`src/rtl/seg_scan_driver_if.sv`:
```
// -----------------------------------------------------------------------------
// seg_scan_driver_if
//
// Bundles the pattern-pair handshake and the multiplexed display bus of
// seg_scan_driver.
//
// Signals:
//   segmentDigit1  [6:0]  tens pattern (abcdefg, a = MSB, active high)
//   segmentDigit2  [6:0]  ones pattern (abcdefg, a = MSB, active high)
//   in_valid              pattern pair on the digit inputs is valid
//   in_ready              pending buffer empty; pair accepted on valid&&ready
//   seg_out        [6:0]  shared segment bus, same bit order as the inputs
//   an             [1:0]  digit enables, active high; [1] tens, [0] ones
//   frame_done            one-cycle pulse at the start of each wrapped frame
//
// Modports:
//   master - the pattern source / display consumer (drives the digit inputs)
//   slave  - the scan driver itself
// -----------------------------------------------------------------------------
interface seg_scan_driver_if;
    logic [6:0] segmentDigit1;
    logic [6:0] segmentDigit2;
    logic       in_valid;
    logic       in_ready;
    logic [6:0] seg_out;
    logic [1:0] an;
    logic       frame_done;

    modport master (
        output segmentDigit1, segmentDigit2, in_valid,
        input  in_ready, seg_out, an, frame_done
    );

    modport slave (
        input  segmentDigit1, segmentDigit2, in_valid,
        output in_ready, seg_out, an, frame_done
    );
endinterface

```
`src/rtl/seg_scan_driver.sv`:
```
// -----------------------------------------------------------------------------
// seg_scan_driver
//
// Time-multiplexes two decoded 7-segment digit patterns onto one shared
// segment bus with per-digit anode enables and optional dead-time blanking
// between digits. A new pattern pair enters through a one-entry valid/ready
// buffer and is promoted to the displayed ("active") pair only at a frame
// boundary, so no frame ever shows a torn value.
//
// Scan order: SHOW_D1 -> BLANK1 -> SHOW_D2 -> BLANK2 -> SHOW_D1
//             (SHOW_D1 -> SHOW_D2 -> SHOW_D1 when BLANK_CYCLES == 0)
//
// Parameters:
//   CLK_DIV       cycles each digit is driven per frame (>= 1)
//   BLANK_CYCLES  dead-time cycles after each digit (0 removes blank states)
//
// Ports:
//   clk   system clock, rising edge
//   rst   synchronous, active-high reset
//   bus   seg_scan_driver_if.slave (digit inputs, handshake, display outputs)
//
// Optional feature (compile-time macro SEG_LEADING_ZERO_BLANK_EN):
//   When defined, a tens digit showing "0" (7'b1111110) is suppressed: the
//   SHOW_D1 slot drives an=2'b00 and seg_out=0. The ones digit is never
//   suppressed. When undefined, the tens digit is always shown as received.
// -----------------------------------------------------------------------------
module seg_scan_driver #(
    parameter int CLK_DIV      = 4,
    parameter int BLANK_CYCLES = 1
) (
    input  logic              clk,
    input  logic              rst,
    seg_scan_driver_if.slave  bus
);

    // Counter must reach max(CLK_DIV, BLANK_CYCLES)-1; keep at least one bit.
    localparam int MAX_SLOT   = (CLK_DIV > BLANK_CYCLES) ? CLK_DIV : BLANK_CYCLES;
    localparam int CNT_W      = (MAX_SLOT > 1) ? $clog2(MAX_SLOT) : 1;
    localparam int BLANK_LAST = (BLANK_CYCLES > 0) ? BLANK_CYCLES - 1 : 0;

    localparam logic [CNT_W-1:0] SHOW_TC  = CNT_W'(CLK_DIV - 1);
    localparam logic [CNT_W-1:0] BLANK_TC = CNT_W'(BLANK_LAST);
    localparam logic [CNT_W-1:0] CNT_ONE  = CNT_W'(1);

    localparam logic [6:0] SEG_ZERO  = 7'b1111110;
    localparam logic [6:0] SEG_BLANK = 7'b0000000;

    typedef enum logic [1:0] {
        SHOW_D1 = 2'd0,
        BLANK1  = 2'd1,
        SHOW_D2 = 2'd2,
        BLANK2  = 2'd3
    } state_t;

    state_t           state_q, state_d;
    logic [CNT_W-1:0] cnt_q, cnt_d;
    logic [6:0]       act1_q, act1_d;
    logic [6:0]       act2_q, act2_d;
    logic [6:0]       pend1_q, pend1_d;
    logic [6:0]       pend2_q, pend2_d;
    logic             pend_full_q, pend_full_d;
    logic [6:0]       seg_q, seg_d;
    logic [1:0]       an_q, an_d;
    logic             frame_done_q, frame_done_d;
    logic             boundary;

    // -------------------------------------------------------------------------
    // Next-state, buffering and output decode
    // -------------------------------------------------------------------------
    always_comb begin
        // NOTE: every signal gets a default first so no path leaves one unassigned (no latches).
        state_d      = state_q;
        cnt_d        = cnt_q + CNT_ONE;
        boundary     = 1'b0;
        act1_d       = act1_q;
        act2_d       = act2_q;
        pend1_d      = pend1_q;
        pend2_d      = pend2_q;
        pend_full_d  = pend_full_q;
        seg_d        = SEG_BLANK;
        an_d         = 2'b00;

        case (state_q)
            SHOW_D1: begin
                if (cnt_q == SHOW_TC) begin
                    cnt_d   = '0;
                    state_d = (BLANK_CYCLES > 0) ? BLANK1 : SHOW_D2;
                end
            end
            BLANK1: begin
                if (cnt_q == BLANK_TC) begin
                    cnt_d   = '0;
                    state_d = SHOW_D2;
                end
            end
            SHOW_D2: begin
                if (cnt_q == SHOW_TC) begin
                    cnt_d = '0;
                    if (BLANK_CYCLES > 0) begin
                        state_d = BLANK2;
                    end else begin
                        state_d  = SHOW_D1;
                        boundary = 1'b1;
                    end
                end
            end
            BLANK2: begin
                if (cnt_q == BLANK_TC) begin
                    cnt_d    = '0;
                    state_d  = SHOW_D1;
                    boundary = 1'b1;
                end
            end
            default: begin
                cnt_d   = '0;
                state_d = SHOW_D1;
            end
        endcase

        // Accept and promote are mutually exclusive: accept needs an empty
        // buffer, promote needs a full one. No bypass into the active pair.
        if (bus.in_valid && !pend_full_q) begin
            pend1_d     = bus.segmentDigit1;
            pend2_d     = bus.segmentDigit2;
            pend_full_d = 1'b1;
        end else if (boundary && pend_full_q) begin
            act1_d      = pend1_q;
            act2_d      = pend2_q;
            pend_full_d = 1'b0;
        end

        // Outputs are decoded from the *next* state and pair so the registered
        // values line up with the cycle the state is entered.
        case (state_d)
            SHOW_D1: begin
                an_d  = 2'b10;
                seg_d = act1_d;
`ifdef SEG_LEADING_ZERO_BLANK_EN
                if (act1_d == SEG_ZERO) begin
                    an_d  = 2'b00;
                    seg_d = SEG_BLANK;
                end
`endif
            end
            SHOW_D2: begin
                an_d  = 2'b01;
                seg_d = act2_d;
            end
            default: begin
                an_d  = 2'b00;
                seg_d = SEG_BLANK;
            end
        endcase

        frame_done_d = boundary;
    end

    // -------------------------------------------------------------------------
    // State registers
    // -------------------------------------------------------------------------
    always_ff @(posedge clk) begin
        if (rst) begin
            state_q      <= SHOW_D1;
            cnt_q        <= '0;
            act1_q       <= SEG_BLANK;
            act2_q       <= SEG_BLANK;
            // NOTE: the pattern buffers are reset too, so a reset discards any stale pending pair.
            pend1_q      <= '0;
            pend2_q      <= '0;
            pend_full_q  <= 1'b0;
            seg_q        <= SEG_BLANK;
            an_q         <= 2'b10;
            frame_done_q <= 1'b0;
        end else begin
            // NOTE: non-blocking assignments keep every flop sampling pre-edge values.
            state_q      <= state_d;
            cnt_q        <= cnt_d;
            act1_q       <= act1_d;
            act2_q       <= act2_d;
            pend1_q      <= pend1_d;
            pend2_q      <= pend2_d;
            pend_full_q  <= pend_full_d;
            seg_q        <= seg_d;
            an_q         <= an_d;
            frame_done_q <= frame_done_d;
        end
    end

    assign bus.in_ready   = !pend_full_q;
    assign bus.seg_out    = seg_q;
    assign bus.an         = an_q;
    assign bus.frame_done = frame_done_q;

endmodule

```
`src/flat_wrapper.sv`:
```
// flat-port wrapper written by rule: the top's interface ports become plain ports
module seg_scan_driver_flat 
#(
    parameter int CLK_DIV      = 4,
    parameter int BLANK_CYCLES = 1
)
  (clk, rst, bus_segmentDigit1, bus_segmentDigit2, bus_in_valid, bus_in_ready, bus_seg_out, bus_an, bus_frame_done);
  seg_scan_driver_if bus_i ();
  input  logic clk;
  input  logic rst;
  input wire logic [$bits(bus_i.segmentDigit1)-1:0] bus_segmentDigit1;
  input wire logic [$bits(bus_i.segmentDigit2)-1:0] bus_segmentDigit2;
  input wire logic [$bits(bus_i.in_valid)-1:0] bus_in_valid;
  output wire logic [$bits(bus_i.in_ready)-1:0] bus_in_ready;
  output wire logic [$bits(bus_i.seg_out)-1:0] bus_seg_out;
  output wire logic [$bits(bus_i.an)-1:0] bus_an;
  output wire logic [$bits(bus_i.frame_done)-1:0] bus_frame_done;
  assign bus_i.segmentDigit1 = bus_segmentDigit1;
  assign bus_i.segmentDigit2 = bus_segmentDigit2;
  assign bus_i.in_valid = bus_in_valid;
  assign bus_in_ready = bus_i.in_ready;
  assign bus_seg_out = bus_i.seg_out;
  assign bus_an = bus_i.an;
  assign bus_frame_done = bus_i.frame_done;
  seg_scan_driver #(.CLK_DIV(CLK_DIV), .BLANK_CYCLES(BLANK_CYCLES)) u_core (.clk(clk), .rst(rst), .bus(bus_i));
endmodule
```
`config.mk`:
```
export PLATFORM = sky130hd
export DESIGN_NAME = seg_scan_driver_flat
export DESIGN_NICKNAME = d
export VERILOG_FILES = /design/src/rtl/seg_scan_driver_if.sv /design/src/rtl/seg_scan_driver.sv /design/src/flat_wrapper.sv
export SDC_FILE = /design/constraint.sdc
export NUM_CORES = 1
export LEC_CHECK = 0
export ABC_CLOCK_PERIOD_IN_PS = 2000
export BUFFER_PORTS_ARGS = -buffer_cell sky130_fd_sc_hd__clkbuf_2
export CAP_MARGIN = 20
export CORE_MARGIN = 4
export CORE_UTILIZATION = 50
export CTS_CLUSTER_SIZE = 30
export DETAILED_ROUTE_END_ITERATION = 8
export PLACE_DENSITY = 0.73
export SETUP_SLACK_MARGIN = 0.02
export SYNTH_ARGS = -nofsm -noshare
export SYNTH_HDL_FRONTEND = slang
export SYNTH_SLANG_ARGS = --single-unit
```
`constraint.sdc`:
```
create_clock -name clk -period 2 [get_ports clk]
set_input_delay 0.4 -clock clk [delete_from_list [all_inputs] [get_ports clk]]
set_output_delay 0.4 -clock clk [all_outputs]
set_load 0.05 [all_outputs]
```
== After elaboration in Yosys (flattened, before gate mapping) ==
Cells that the tools add are included.
Word-level totals
  register bits after elaboration: 43
  bits of input ports: 17
  output and inout port bits: 11
  word-level logic and storage cells: 43
Cells by class
  $add $sub $neg: 1
  eq/ne operators: 5
  muxes and demuxes: 18
  reductions and logical operators: 9
Operators by type and width (count)
  $mux W7: 4
  $pmux W7 S2: 1
  $mux W2: 6
  $eq A2 B2 Y1 const B: 4
  $pmux W2 S2: 2
  $pmux W2 S4: 1
  $logic_not A2 Y1: 3
  $mux W1: 4
  $reduce_or A2 Y1: 2
  $add A2 B1 Y2 const B: 1
  $eq A2 B1 Y1 const B: 1
  $logic_and A1 B1 Y1: 2
  $reduce_bool A2 Y1: 1
  $logic_not A1 Y1: 1

== Longest topological paths before layout ==
Gate-level depths: netlist of run 1.
  depth after elaboration: 7
  mapped depth: 6

== Worst setup path after synthesis of run 1 ==
Ideal clock, no wire load.
  kind: reg2reg
  from: register u_core.cnt_q[0]
  to: register u_core.seg_q[0], in the netlist u_core.bus.seg_out[0]
  library setup time: 0.127 ns
  arrival: 1.321 ns
  slack: 0.552 ns
  stages on the path, launching flop included: 7
  buffers on the path: 1
  period minus slack after synthesis: 1.448 ns
  cell sequence: dfxtp_1 inv_1 ha_1 nand4_2 buf_6 mux2i_1 o22ai_1
Between the ends
  word-level cells in the longest chain between the ends: 7
  elaborated cells on any way between the ends: 17
  those cells by class: eq/ne: 2; mux: 12; reduce/logical: 3
RTL lines
  from (decl): RTL line seg_scan_driver.sv:56  | logic [CNT_W-1:0] cnt_q, cnt_d;
  from (signal assigned): RTL line seg_scan_driver.sv:177  | cnt_q <= cnt_d;
  parallel branches: the longest is 6 deep, another holds $pmux W2 S4
  $pmux W7 S2 (*): RTL line seg_scan_driver.sv:134  | case (state_d)
  to (signal assigned): RTL line seg_scan_driver.sv:183  | seg_q <= seg_d;
  to (decl): RTL line seg_scan_driver.sv:62  | logic [6:0] seg_q, seg_d;
Every way passes the cells marked *.
A chain may end at the register's enable or synchronous reset.

== Worst setup path after layout of run 1 ==
  from: register u_core.cnt_q[0]
  to: register u_core.seg_q[3], in the netlist u_core.bus.seg_out[3]
Same word-level chain as after synthesis.

==> impl_results.rst, run 1 <==
.. list-table::
   :header-rows: 1

   * - Metric
     - Value
   * - Biggest area contributors in the synthesized netlist
     - sky130_fd_sc_hd__dfxtp_1 57%, sky130_fd_sc_hd__mux2i_1 9.2%, sky130_fd_sc_hd__nand2_1 6.9%, sky130_fd_sc_hd__a21oi_1 5.6%, sky130_fd_sc_hd__nor2_1 4.2%
   * - Max Clock Freq
     - around 0.6 GHz
   * - Clock Latency Late Sink
     - 0.34 ns
   * - CTS HTree Levels
     - 2
   * - Xor and xnor fraction of the mapped netlist area
     - 0%
   * - Via count of the first global-routing pass
     - 1138
   * - Switching power
     - about 0.00037 W
   * - Placement row count
     - 19
   * - Most common cell after layout, fill and taps aside
     - sky130_fd_sc_hd__dfxtp_1
   * - Switch share
     - around 25%
   * - Post-CTS Hold Buffers
     - 0
   * - Number of buffers created by CTS
     - 5
   * - Final Hold Vio Count
     - 0
   * - Starting Density
     - between 50% and 60%
   * - Synthesized flop and latch total
     - 43
   * - Standard cell with the maximum stage delay on the critical path
     - sky130_fd_sc_hd__dfxtp_1
   * - Post-synthesis cell area
     - 1520 um^2
   * - Slew headroom
     - a little over three fifths
   * - Worst supply voltage drop on vdd
     - approximately 0.59 mV
   * - Share of post-route cells with drive strength above 1
     - around 22%
   * - Sequence of cells on the critical path
     - inv_1 > ha_1 > nand4_2 > buf_4 > mux2i_1 > o22ai_1
   * - Data arrival time of the critical path
     - ~1.9 ns
   * - Worst clock skew
     - roughly 0.0089 ns
   * - Drt first pass iters
     - 4
   * - Placed wire-length estimate
     - between 2 and 2.5 mm
   * - Warnings from Yosys
     - 0
   * - Outcome
     - finished clean
   * - PnR Total Power
     - around 0.0015 W
   * - Power share of the clock group
     - just over 30%
   * - Share of the synthesized area in compound gates (AO/OA/AOI/OAI)
     - 10.1%
   * - Portion of netlist area occupied by mux cells
     - under 10%
   * - Combinational cell fraction of total power
     - 9.6%
   * - Root Buffer Master
     - sky130_fd_sc_hd__clkbuf_4
   * - Clock tree from TritonCTS
     - done
   * - Layout Area Growth over Synthesis
     - 15.3%
   * - Logic depth of the worst register-to-register path
     - 6
   * - Least-Margin Pin Slew
     - 0.558 ns
   * - Delay of the slowest cell on the worst path
     - about 0.39 ns
   * - Ratio of routed vias to standard cells
     - around 5.3
   * - Final worst hold slack
     - roughly 0.26 ns
   * - Post-route antenna net violation count
     - 0
   * - Leak
     - roughly 0.86 nW
   * - Net count after synthesis
     - 178
   * - Total negative slack for setup checks
     - 0 ns
   * - DRC
     - 0
   * - Shortest period the worst path allows
     - around 1.7 ns
   * - Period utilisation layout
     - roughly 83%
   * - Simple-gate portion of the synthesized area
     - 17.2%
   * - Int Power
     - ~0.0011 W
   * - Number of filler instances in the final layout
     - approximately 260
   * - Crit Path Category
     - flop to flop
   * - Worst Hold Path Cells
     - 3
   * - Die outline width
     - 63.1 um
   * - Most frequent cells in the layout
     - 43 x sky130_fd_sc_hd__dfxtp_1, 28 x sky130_fd_sc_hd__nand2_1, 27 x sky130_fd_sc_hd__clkbuf_2
   * - Wirelength, routed
     - roughly 2.9 mm
   * - Last weighted congestion value of the routability-driven placer
     - around 0.72
   * - Number of buffer cells added on primary ports
     - 27
   * - Final global-route overflow total
     - 0
   * - Max clock buf depth
     - 2
   * - Number of antenna violations at the first check in global routing
     - 0
   * - Reg clk slew, reported paths
     - about 0.11 ns
   * - Setup violation total in the final timing report
     - 0
   * - Power per Cell Area
     - between 800 and 900 nW/um^2
   * - Hold/Removal Path Class
     - input port to flop
   * - Top Ports
     - 28
   * - Post-synth cell types
     - 22
   * - Number of vias in the routed layout
     - ~1200
   * - Setup repair after global routing missed its margin
     - no
   * - CP max FO
     - 15
   * - First DRT Iteration DRCs
     - 44
   * - Number of pins with negative max-slew slack in the final report
     - 0
   * - Area share of the largest cell type after synthesis
     - 56.7%
   * - Post-CTS Resized
     - 0
   * - Die Span Y
     - between 60 and 70 um
   * - Wire length of the first global-routing pass
     - 5.09 mm
   * - Maximum number of pins on one net before global-route repair
     - 20
   * - Total number of clock tree sinks
     - 43
   * - Required arrival time at the worst endpoint
     - between 2 and 2.5 ns
   * - Post-synthesis instance total
     - about 160
   * - Antenna diode count
     - 0
   * - Per-cell routed wire length
     - approximately 13 um
   * - Post-Syn Area per Cell
     - ~9.6 um^2
   * - Crit start category
     - flop
   * - Type of element capturing the critical path
     - flop
   * - Global router's overall resource usage
     - 16.4%
   * - Post-synthesis cell type with the largest combined area
     - sky130_fd_sc_hd__dfxtp_1
   * - Number of setup buffers added after CTS
     - 0
   * - Layout Nets
     - 208
   * - Die footprint
     - about 4000 um^2
   * - Reported max-cap violation count
     - 0
   * - Sequential share of the synthesized area
     - a little under three fifths
   * - Adder-cell area share of the yosys netlist
     - under 10%
   * - Share of total power in sequential cells
     - a little under 60%
   * - Dominant combinational cell family by area after synthesis
     - simple AND/OR/NAND/NOR gates
   * - Total core area
     - 2830 um^2
[sequential cells by signal (all words and copies together) (netlist names)]
name and flops:
u_core.state_q 2, u_core.bus.frame_done 1, u_core.pend1_q 7, u_core.act1_q 7, u_core.cnt_q 2, u_core.pend2_q 7
u_core.act2_q 7, u_core.pend_full_q 1, u_core.bus.seg_out 7, u_core.bus.an 2
[per-stage QoR]
step	instance area, um^2	utilization [%]	instances	setup WS, ns
3_3_place_gp	1680	59.3	212	0.485
6_report	1750	61.8	220	0.333
4_1_cts	1750	61.8	220	0.320
2_1_floorplan	1520	-	158	0.552
5_1_grt	1750	61.8	220	0.201
3_5_place_dp	1680	59.3	212	0.342
[synthesized netlist by cell type (all sizes together)]
cell type  number
and4b           1
nand3b          1
dfxtp          43
or2b            1
or3b            1
buf             2
nor2b           2
o22ai           7
inv             5
nand3           1
a21bo           1
or3             1
a21o            2
nor2           17
nand4           1
nand2          28
clkbuf          6
nor3            2
ha              3
mux2i          14
nand2b          2
a21oi          17
[power groups by stage]
stage	logic (W)	registers [W]	clock network (W)
floorplan	0.0000939	0.000932	0
global placement	0.000140	0.000926	0
detailed placement	0.000146	0.000929	0
CTS	0.000147	0.000909	0.000482
global route	0.000165	0.000914	0.000516
finish	0.000146	0.000909	0.000466
[cell type report]
type	instances	area, um^2	share of cell area (%)
Clock buffer	7	65.1	3.72
Clock inverter	1	7.51	0.429
Inverter	5	18.8	1.07
Multi-Input combinational cell	102	593	33.9
Sequential cell	43	861	49.2
Tap cell	31	38.8	2.22
Timing Repair Buffer	31	165	9.44
[metal layers]
| metal | share of wire, % | up-vias | GRT usage, % |
|---|---|---|---|
| met2 | 51 | 26 | 28.2 |
| met5 | 0 | - | 0 |
| met1 | 43 | 545 | 18.9 |
| met4 | 2.0 | 0 | 6.61 |
| li1 | - | 584 | - |
| met3 | 4.7 | 9 | 4.97 |
[path summary, 6_finish.rpt]
| kind | endpoint | slack, ns | startpoint |
|---|---|---|---|
| worst max-delay path | u_core.bus.seg_out[3] | 0.33 | u_core.cnt_q[0] |
| worst min-delay path | u_core.pend2_q[1] | 0.26 | bus_segmentDigit2[1] |
| worst max register to register | u_core.bus.seg_out[3] | 0.33 | u_core.cnt_q[0] |
| worst min register to register | u_core.pend1_q[4] | 0.46 | u_core.pend1_q[4] |
[cell families (layout without fill, tap and decap cells)]
kind of cell / Yosys count / after routing
AOI/OAI and AO/OA: 27 / 27
adders and majority gates: 3 / 3
buffers and inverters: 13 / 44
DFF: 43 / 43
muxes: 14 / 14
and+or+nand+nor: 58 / 58
[worst max-delay path: cells and delay by family (launching register included)]
kind	cells	cell delay [ns]
compound gates	1	0.12
mux	1	0.30
simple gates	1	0.12
fa+ha+maj	1	0.27
flops	1	0.39
buf+inv	2	0.35
No activity file was read; power rests on OpenSTA's default activity.
==> run 2, diff against run 1 <==
Settings changed: ABC_CLOCK_PERIOD_IN_PS 2000 to 1600.
Clock period 2 ns to 1.6 ns, I/O delays scaled along.
==> impl_results.rst, run 2 (synthesis gave the netlist of run 1 again) <==
.. list-table::
   :header-rows: 1

   * - Metric
     - Value
   * - Outcome
     - finished clean
   * - Hold/Removal Path Class
     - input port to flop
   * - Drt first pass iters
     - 4 (unchanged)
   * - Reported max-cap violation count
     - 0 (unchanged)
   * - Worst supply voltage drop on vdd
     - 0.794 mV (+35%)
   * - Last weighted congestion value of the routability-driven placer
     - 0.811 (+12%)
   * - Reg clk slew, reported paths
     - 0.13 ns (+0.02 ns)
   * - First DRT Iteration DRCs
     - 50 (+14%)
   * - Number of pins with negative max-slew slack in the final report
     - 0 (unchanged)
   * - Worst Hold Path Cells
     - 3 (unchanged)
   * - Total core area
     - 2830 um^2 (unchanged)
   * - Clock Latency Late Sink
     - 0.36 ns (+0.02 ns)
   * - Global router's overall resource usage
     - 16.4% (+0.032 points)
   * - Final Hold Vio Count
     - 0 (unchanged)
   * - CP max FO
     - 8 (-7)
   * - Shortest period the worst path allows
     - 1.50 ns (-0.166 ns)
   * - Int Power
     - 0.00151 W (+32%)
   * - Post-route antenna net violation count
     - 0 (unchanged)
   * - Worst clock skew
     - 0.00820 ns (-0.000749 ns)
   * - Placed wire-length estimate
     - 2.05 mm (+1.3%)
   * - Total number of clock tree sinks
     - 43 (unchanged)
   * - Crit Path Category
     - flop to flop
   * - Number of vias in the routed layout
     - 1179 (+1.3%)
   * - Number of antenna violations at the first check in global routing
     - 0 (unchanged)
   * - Required arrival time at the worst endpoint
     - 1.88 ns (-0.34 ns)
   * - Setup violation total in the final timing report
     - 0 (unchanged)
   * - Final core utilization
     - 64.1% (+2.3 points)
   * - Number of buffer cells added on primary ports
     - 27 (unchanged)
   * - Max Clock Freq
     - 0.666 GHz (+11%)
   * - Most frequent cells in the layout
     - 43 x sky130_fd_sc_hd__dfxtp_1, 28 x sky130_fd_sc_hd__nand2_1, 27 x sky130_fd_sc_hd__clkbuf_2
   * - Combinational cell fraction of total power
     - 9.4% (-0.2 points)
   * - Logic depth of the worst register-to-register path
     - 4 (-2)
   * - Period utilisation layout
     - 93.8% (+10 points)
   * - Layout Nets
     - 209 (+0.48%)
   * - Placement row count
     - 19 (unchanged)
   * - Share of post-route cells with drive strength above 1
     - 25.8% (+4.1 points)
   * - Max clock buf depth
     - 2 (unchanged)
   * - Data arrival time of the critical path
     - 1.78 ns (-0.11 ns)
   * - Leak
     - 0.857 nW (+0.22%)
   * - WHS Endpoint
     - u_core.pend1_q[5]
   * - Via count of the first global-routing pass
     - 1185 (+4.1%)
   * - Share of total power in sequential cells
     - 56.8% (-2.9 points)
   * - Layout Area Growth over Synthesis
     - 19.5%
   * - Register-to-register path setup slack
     - 0.1 ns (-0.23 ns)
   * - RR Endpoint
     - u_core.bus.seg_out[4]
   * - Hold path startpoint
     - bus_segmentDigit1[5]
   * - Source of the worst register-to-register timing path
     - u_core.cnt_q[0]
   * - Die outline width
     - 63.1 um (unchanged)
   * - Die footprint
     - 3980 um^2 (unchanged)
   * - Most common cell after layout, fill and taps aside
     - sky130_fd_sc_hd__dfxtp_1
   * - Ratio of routed vias to standard cells
     - 5.33 (+0.83%)
   * - Wire length of the first global-routing pass
     - 5.11 mm (+0.27%)
   * - Post-route non-filler standard cell count
     - 221 (+0.45%)
   * - Top Ports
     - 28 (unchanged)
   * - Power per Cell Area
     - 1100 nW/um^2 (+27%)
   * - Root Buffer Master
     - sky130_fd_sc_hd__clkbuf_4
   * - Crit start category
     - flop
   * - Clock tree from TritonCTS
     - done
   * - Die Span Y
     - 63.1 um (unchanged)
   * - DRC
     - 0 (unchanged)
   * - # placed instances
     - 213 (+0.47%)
   * - Power share of the clock group
     - 33.8% (+3.1 points)
   * - Wirelength, routed
     - 2.96 mm (+3.3%)
   * - Number of filler instances in the final layout
     - 246 (-3.9%)
   * - Per-cell routed wire length
     - 13.4 um (+2.9%)
   * - Final global-route overflow total
     - 0 (unchanged)
   * - Final worst hold slack
     - 0.165 ns (-0.0997 ns)
   * - Slew headroom
     - 78.6% (+16 points)
   * - Antenna diode count
     - 0 (unchanged)
   * - Type of element capturing the critical path
     - flop
   * - Starting Density
     - 53.6% (unchanged)
   * - PnR Total Power
     - 0.00200 W (+32%)
   * - Maximum number of pins on one net before global-route repair
     - 24 (+20%)
   * - Switch share
     - 24.5% (about the same)
   * - Switching power
     - 0.000490 W (+32%)
   * - CTS HTree Levels
     - 2 (unchanged)
   * - Least-Margin Pin Slew
     - 0.321 ns (-0.238 ns)
   * - Number of buffers created by CTS
     - 5 (unchanged)
[run 2: changes by cell type in the layout (fill, tap and decap cells not counted), moves of 2 or more]
cell	previous run	this run
sky130_fd_sc_hd__clkbuf_8	2	0
sky130_fd_sc_hd__mux2i_1	14	11
sky130_fd_sc_hd__mux2i_2	0	2
sky130_fd_sc_hd__o22ai_1	7	5
sky130_fd_sc_hd__o22ai_2	0	2
[run 2: per-stage QoR]
| stage | setup slack (ns) | TNS (ns) | instance area (um^2) |
|---|---|---|---|
| final | 0.0993 | 0 | 1810 |
| after global routing | -0.0363 | -0.0363 | 1810 |
| after CTS | 0.0583 | 0 | 1780 |
| after detailed placement | 0.0829 | 0 | 1700 |
| after global placement | 0.186 | 0 | 1700 |
| after floorplan | 0.152 | 0 | 1520 |
[run 2: power by group through the flow]
stage          Clock, W  Combinational, W  Sequential, W
3_5_place_dp          0          0.000183        0.00116
3_3_place_gp          0          0.000177        0.00116
6_report       0.000677          0.000188        0.00114
4_1_cts        0.000689          0.000184        0.00114
5_1_grt        0.000745          0.000211        0.00114
2_1_floorplan         0          0.000117        0.00116
[run 2: worst max-delay path by stage]
stage / from / endpoint / slack, ns / cells past startpoint
2_1_floorplan: u_core.cnt_q[0] / u_core.bus.seg_out[0] / 0.15 / 6
3_3_place_gp: u_core.cnt_q[0] / u_core.bus.seg_out[4] / 0.19 / 6
3_5_place_dp: u_core.cnt_q[0] / u_core.bus.seg_out[2] / 0.08 / 6
4_1_cts: u_core.cnt_q[0] / u_core.bus.seg_out[2] / 0.06 / 6
5_1_grt: u_core.cnt_q[0] / u_core.bus.seg_out[4] / -0.04 / 6
6_report: u_core.cnt_q[0] / u_core.bus.seg_out[4] / 0.1 / 4
[run 2: cell type report]
class / count / area, um^2 / share of cell area [%]
Timing Repair Buffer: 32 / 185 / 10.2
Clock buffer: 5 / 37.5 / 2.07
Multi-Input combinational cell: 102 / 629 / 34.7
Sequential cell: 43 / 861 / 47.4
Inverter: 5 / 18.8 / 1.03
Tap cell: 31 / 38.8 / 2.14
Clock inverter: 3 / 43.8 / 2.41
[run 2: worst max-delay path, stage by stage, from the launching register on]
cell                      delay, ns
sky130_fd_sc_hd__dfxtp_1       0.34
sky130_fd_sc_hd__ha_1          0.24
sky130_fd_sc_hd__or3b_1        0.36
sky130_fd_sc_hd__a21o_2        0.27
sky130_fd_sc_hd__o22ai_2       0.21
[run 2: metal layers]
metal | global-route usage [%] | wire length, um | vias up | share of wire (%)
met4 | 7.99 | 54 | 0 | 1.8
li1 | - | - | 593 | -
met5 | 0 | 0 | - | 0
met2 | 29.0 | 1550 | 20 | 52
met3 | 5.68 | 132 | 6 | 4.5
met1 | 17.3 | 1220 | 560 | 41
[run 2: repair_timing]
action	4_1_cts	5_1_grt
buffers inserted	0	0
resized for setup	0	8
endpoints found under the hold margin	0	0
setup endpoints to repair	0	10
hold buffers	0	0
==> run 3, diff against run 2 <==
Settings changed: CTS_BUF_LIST from default to sky130_fd_sc_hd__clkbuf_2.
==> impl_results.rst, run 3 (synthesis gave the netlist of run 1 again) <==
.. list-table::
   :header-rows: 1

   * - Metric
     - Value
   * - Outcome
     - finished clean
   * - Last weighted congestion value of the routability-driven placer
     - 0.811 (unchanged)
   * - Reported max-cap violation count
     - 0 (unchanged)
   * - Clock Latency Late Sink
     - 0.40 ns (+0.04 ns)
   * - Data arrival time of the critical path
     - 1.82 ns (+0.04 ns)
   * - Reg clk slew, reported paths
     - 0.22 ns (+0.09 ns)
   * - Max clock buf depth
     - 2 (unchanged)
   * - First DRT Iteration DRCs
     - 54 (+8.0%)
   * - Placement row count
     - 19 (unchanged)
   * - Crit start category
     - flop
   * - Shortest period the worst path allows
     - 1.52 ns (+0.0224 ns)
   * - Layout Nets
     - 209 (unchanged)
   * - Total number of clock tree sinks
     - 43 (unchanged)
   * - Hold path startpoint
     - bus_segmentDigit1[5]
   * - Die footprint
     - 3980 um^2 (unchanged)
   * - Least-Margin Pin Slew
     - 0.331 ns (+0.0103 ns)
   * - Share of post-route cells with drive strength above 1
     - 26.8% (+1.1 points)
   * - Top Ports
     - 28 (unchanged)
   * - Source of the worst register-to-register timing path
     - u_core.cnt_q[0]
   * - Worst clock skew
     - 0.0137 ns (+0.00549 ns)
   * - Period utilisation layout
     - 95.2% (+1.4 points)
   * - Antenna diode count
     - 0 (unchanged)
   * - Worst Hold Path Cells
     - 3 (unchanged)
   * - Worst supply voltage drop on vdd
     - 0.783 mV (-1.4%)
   * - Type of element capturing the critical path
     - flop
   * - Placed wire-length estimate
     - 2.05 mm (unchanged)
   * - Number of pins with negative max-slew slack in the final report
     - 0 (unchanged)
   * - Leak
     - 0.862 nW (+0.52%)
   * - Number of antenna violations at the first check in global routing
     - 0 (unchanged)
   * - Ratio of routed vias to standard cells
     - 5.31 (-0.42%)
   * - Slew headroom
     - 77.9% (-0.68 points)
   * - Post-CTS Hold Buffers
     - 0 (unchanged)
   * - Number of buffer cells added on primary ports
     - 27 (unchanged)
   * - Power per Cell Area
     - 1080 nW/um^2 (-2.0%)
   * - CP max FO
     - 15 (+7)
   * - PnR Total Power
     - 0.00195 W (-2.8%)
   * - Max Clock Freq
     - 0.657 GHz (-1.5%)
   * - Per-cell routed wire length
     - 13.4 um (-0.24%)
   * - Die Span Y
     - 63.1 um (unchanged)
   * - Via count of the first global-routing pass
     - 1188 (+0.25%)
   * - Number of buffers created by CTS
     - 5 (unchanged)
   * - Wirelength, routed
     - 2.96 mm (-0.24%)
   * - Final worst slack
     - 0.0769 ns (-0.0224 ns)
   * - Setup violation total in the final timing report
     - 0 (unchanged)
   * - Layout Area Growth over Synthesis
     - 18.5%
   * - Global router's overall resource usage
     - 16.5% (+0.069 points)
   * - Logic depth of the worst register-to-register path
     - 6 (+2)
   * - Register-to-register path setup slack
     - 0.08 ns (-0.02 ns)
   * - Die outline width
     - 63.1 um (unchanged)
   * - RR Endpoint
     - u_core.bus.seg_out[4]
   * - Starting Density
     - 53.6% (unchanged)
   * - Final global-route overflow total
     - 0 (unchanged)
   * - Drt first pass iters
     - 4 (unchanged)
   * - Hold/Removal Path Class
     - input port to flop
   * - Root Buffer Master
     - sky130_fd_sc_hd__clkbuf_2
   * - Most common cell after layout, fill and taps aside
     - sky130_fd_sc_hd__dfxtp_1
   * - WHS Endpoint
     - u_core.pend1_q[5]
   * - Final Hold Vio Count
     - 0 (unchanged)
   * - Total core area
     - 2830 um^2 (unchanged)
   * - Clock tree from TritonCTS
     - done
   * - Most frequent cells in the layout
     - 40 x sky130_fd_sc_hd__dfxtp_1, 32 x sky130_fd_sc_hd__clkbuf_2, 28 x sky130_fd_sc_hd__nand2_1
   * - Post-Place Setup Slack
     - 0.0829 ns (unchanged)
   * - Crit Path Category
     - flop to flop
   * - Maximum number of pins on one net before global-route repair
     - 24 (unchanged)
   * - CTS HTree Levels
     - 2 (unchanged)
   * - Number of vias in the routed layout
     - 1174 (-0.42%)
   * - DRC
     - 0 (unchanged)
   * - Post-route antenna net violation count
     - 0 (unchanged)
   * - Wire length of the first global-routing pass
     - 5.11 mm (+0.12%)
   * - Required arrival time at the worst endpoint
     - 1.89 ns (about the same)
## run 3: timing repair
item / 4_1_cts / 5_1_grt
setup endpoints to repair: 0 / 14
resized for setup: 0 / 10
setup buffers: 0 / 0
## run 3: worst max-delay path: stages (launching register included)
cell and delay [ns]:
sky130_fd_sc_hd__dfxtp_2 0.37, sky130_fd_sc_hd__inv_1 0.07, sky130_fd_sc_hd__ha_2 0.24, sky130_fd_sc_hd__nand4_2 0.15
sky130_fd_sc_hd__buf_12 0.20, sky130_fd_sc_hd__mux2i_2 0.24, sky130_fd_sc_hd__o22ai_2 0.13
## run 3: metrics by stage
step                instance area, um^2  hold WS (ns)  instances  utilization, %  setup TNS (ns)
floorplan                          1520         0.436        158               -               0
global placement                   1700         0.445        213            60.0               0
detailed placement                 1700         0.449        213            60.0               0
CTS                                1770        0.0780        221            62.4               0
global route                       1800        0.0591        221            63.6         -0.0367
finish                             1800        0.0977        221            63.6               0
## run 3: worst max path at each step
| stage | from | endpoint | slack, ns | cells after the start |
|---|---|---|---|---|
| floorplan | u_core.cnt_q[0] | u_core.bus.seg_out[0] | 0.15 | 6 |
| finish | u_core.cnt_q[0] | u_core.bus.seg_out[4] | 0.08 | 6 |
| global placement | u_core.cnt_q[0] | u_core.bus.seg_out[4] | 0.19 | 6 |
| global route | u_core.cnt_q[0] | u_core.bus.seg_out[4] | -0.04 | 6 |
| CTS | u_core.cnt_q[0] | u_core.bus.seg_out[2] | 0.05 | 6 |
| detailed placement | u_core.cnt_q[0] | u_core.bus.seg_out[2] | 0.08 | 6 |
## run 3: per-layer routing
| layer | part of all wire (%) | track usage, % |
|---|---|---|
| met1 | 41 | 17.3 |
| met2 | 52 | 29.2 |
| met3 | 4.7 | 5.68 |
| met4 | 1.8 | 7.99 |
| met5 | 0 | 0 |
## run 3: area by class of cell
class	count	area, um^2
Fill cell	251	1030
Multi-Input combinational cell	102	623
Clock buffer	5	25.0
Sequential cell	43	865
Tap cell	31	38.8
Inverter	5	18.8
Clock inverter	3	43.8
Timing Repair Buffer	32	185
## run 3: power by group
| group | total [W] | switching [W] | leakage [nW] | internal [W] |
|---|---|---|---|---|
| clock | 0.000615 | 0.000350 | 0.0429 | 0.000265 |
| combinational | 0.000189 | 0.000114 | 0.468 | 0.0000758 |
| sequential | 0.00114 | 0.0000279 | 0.350 | 0.00111 |
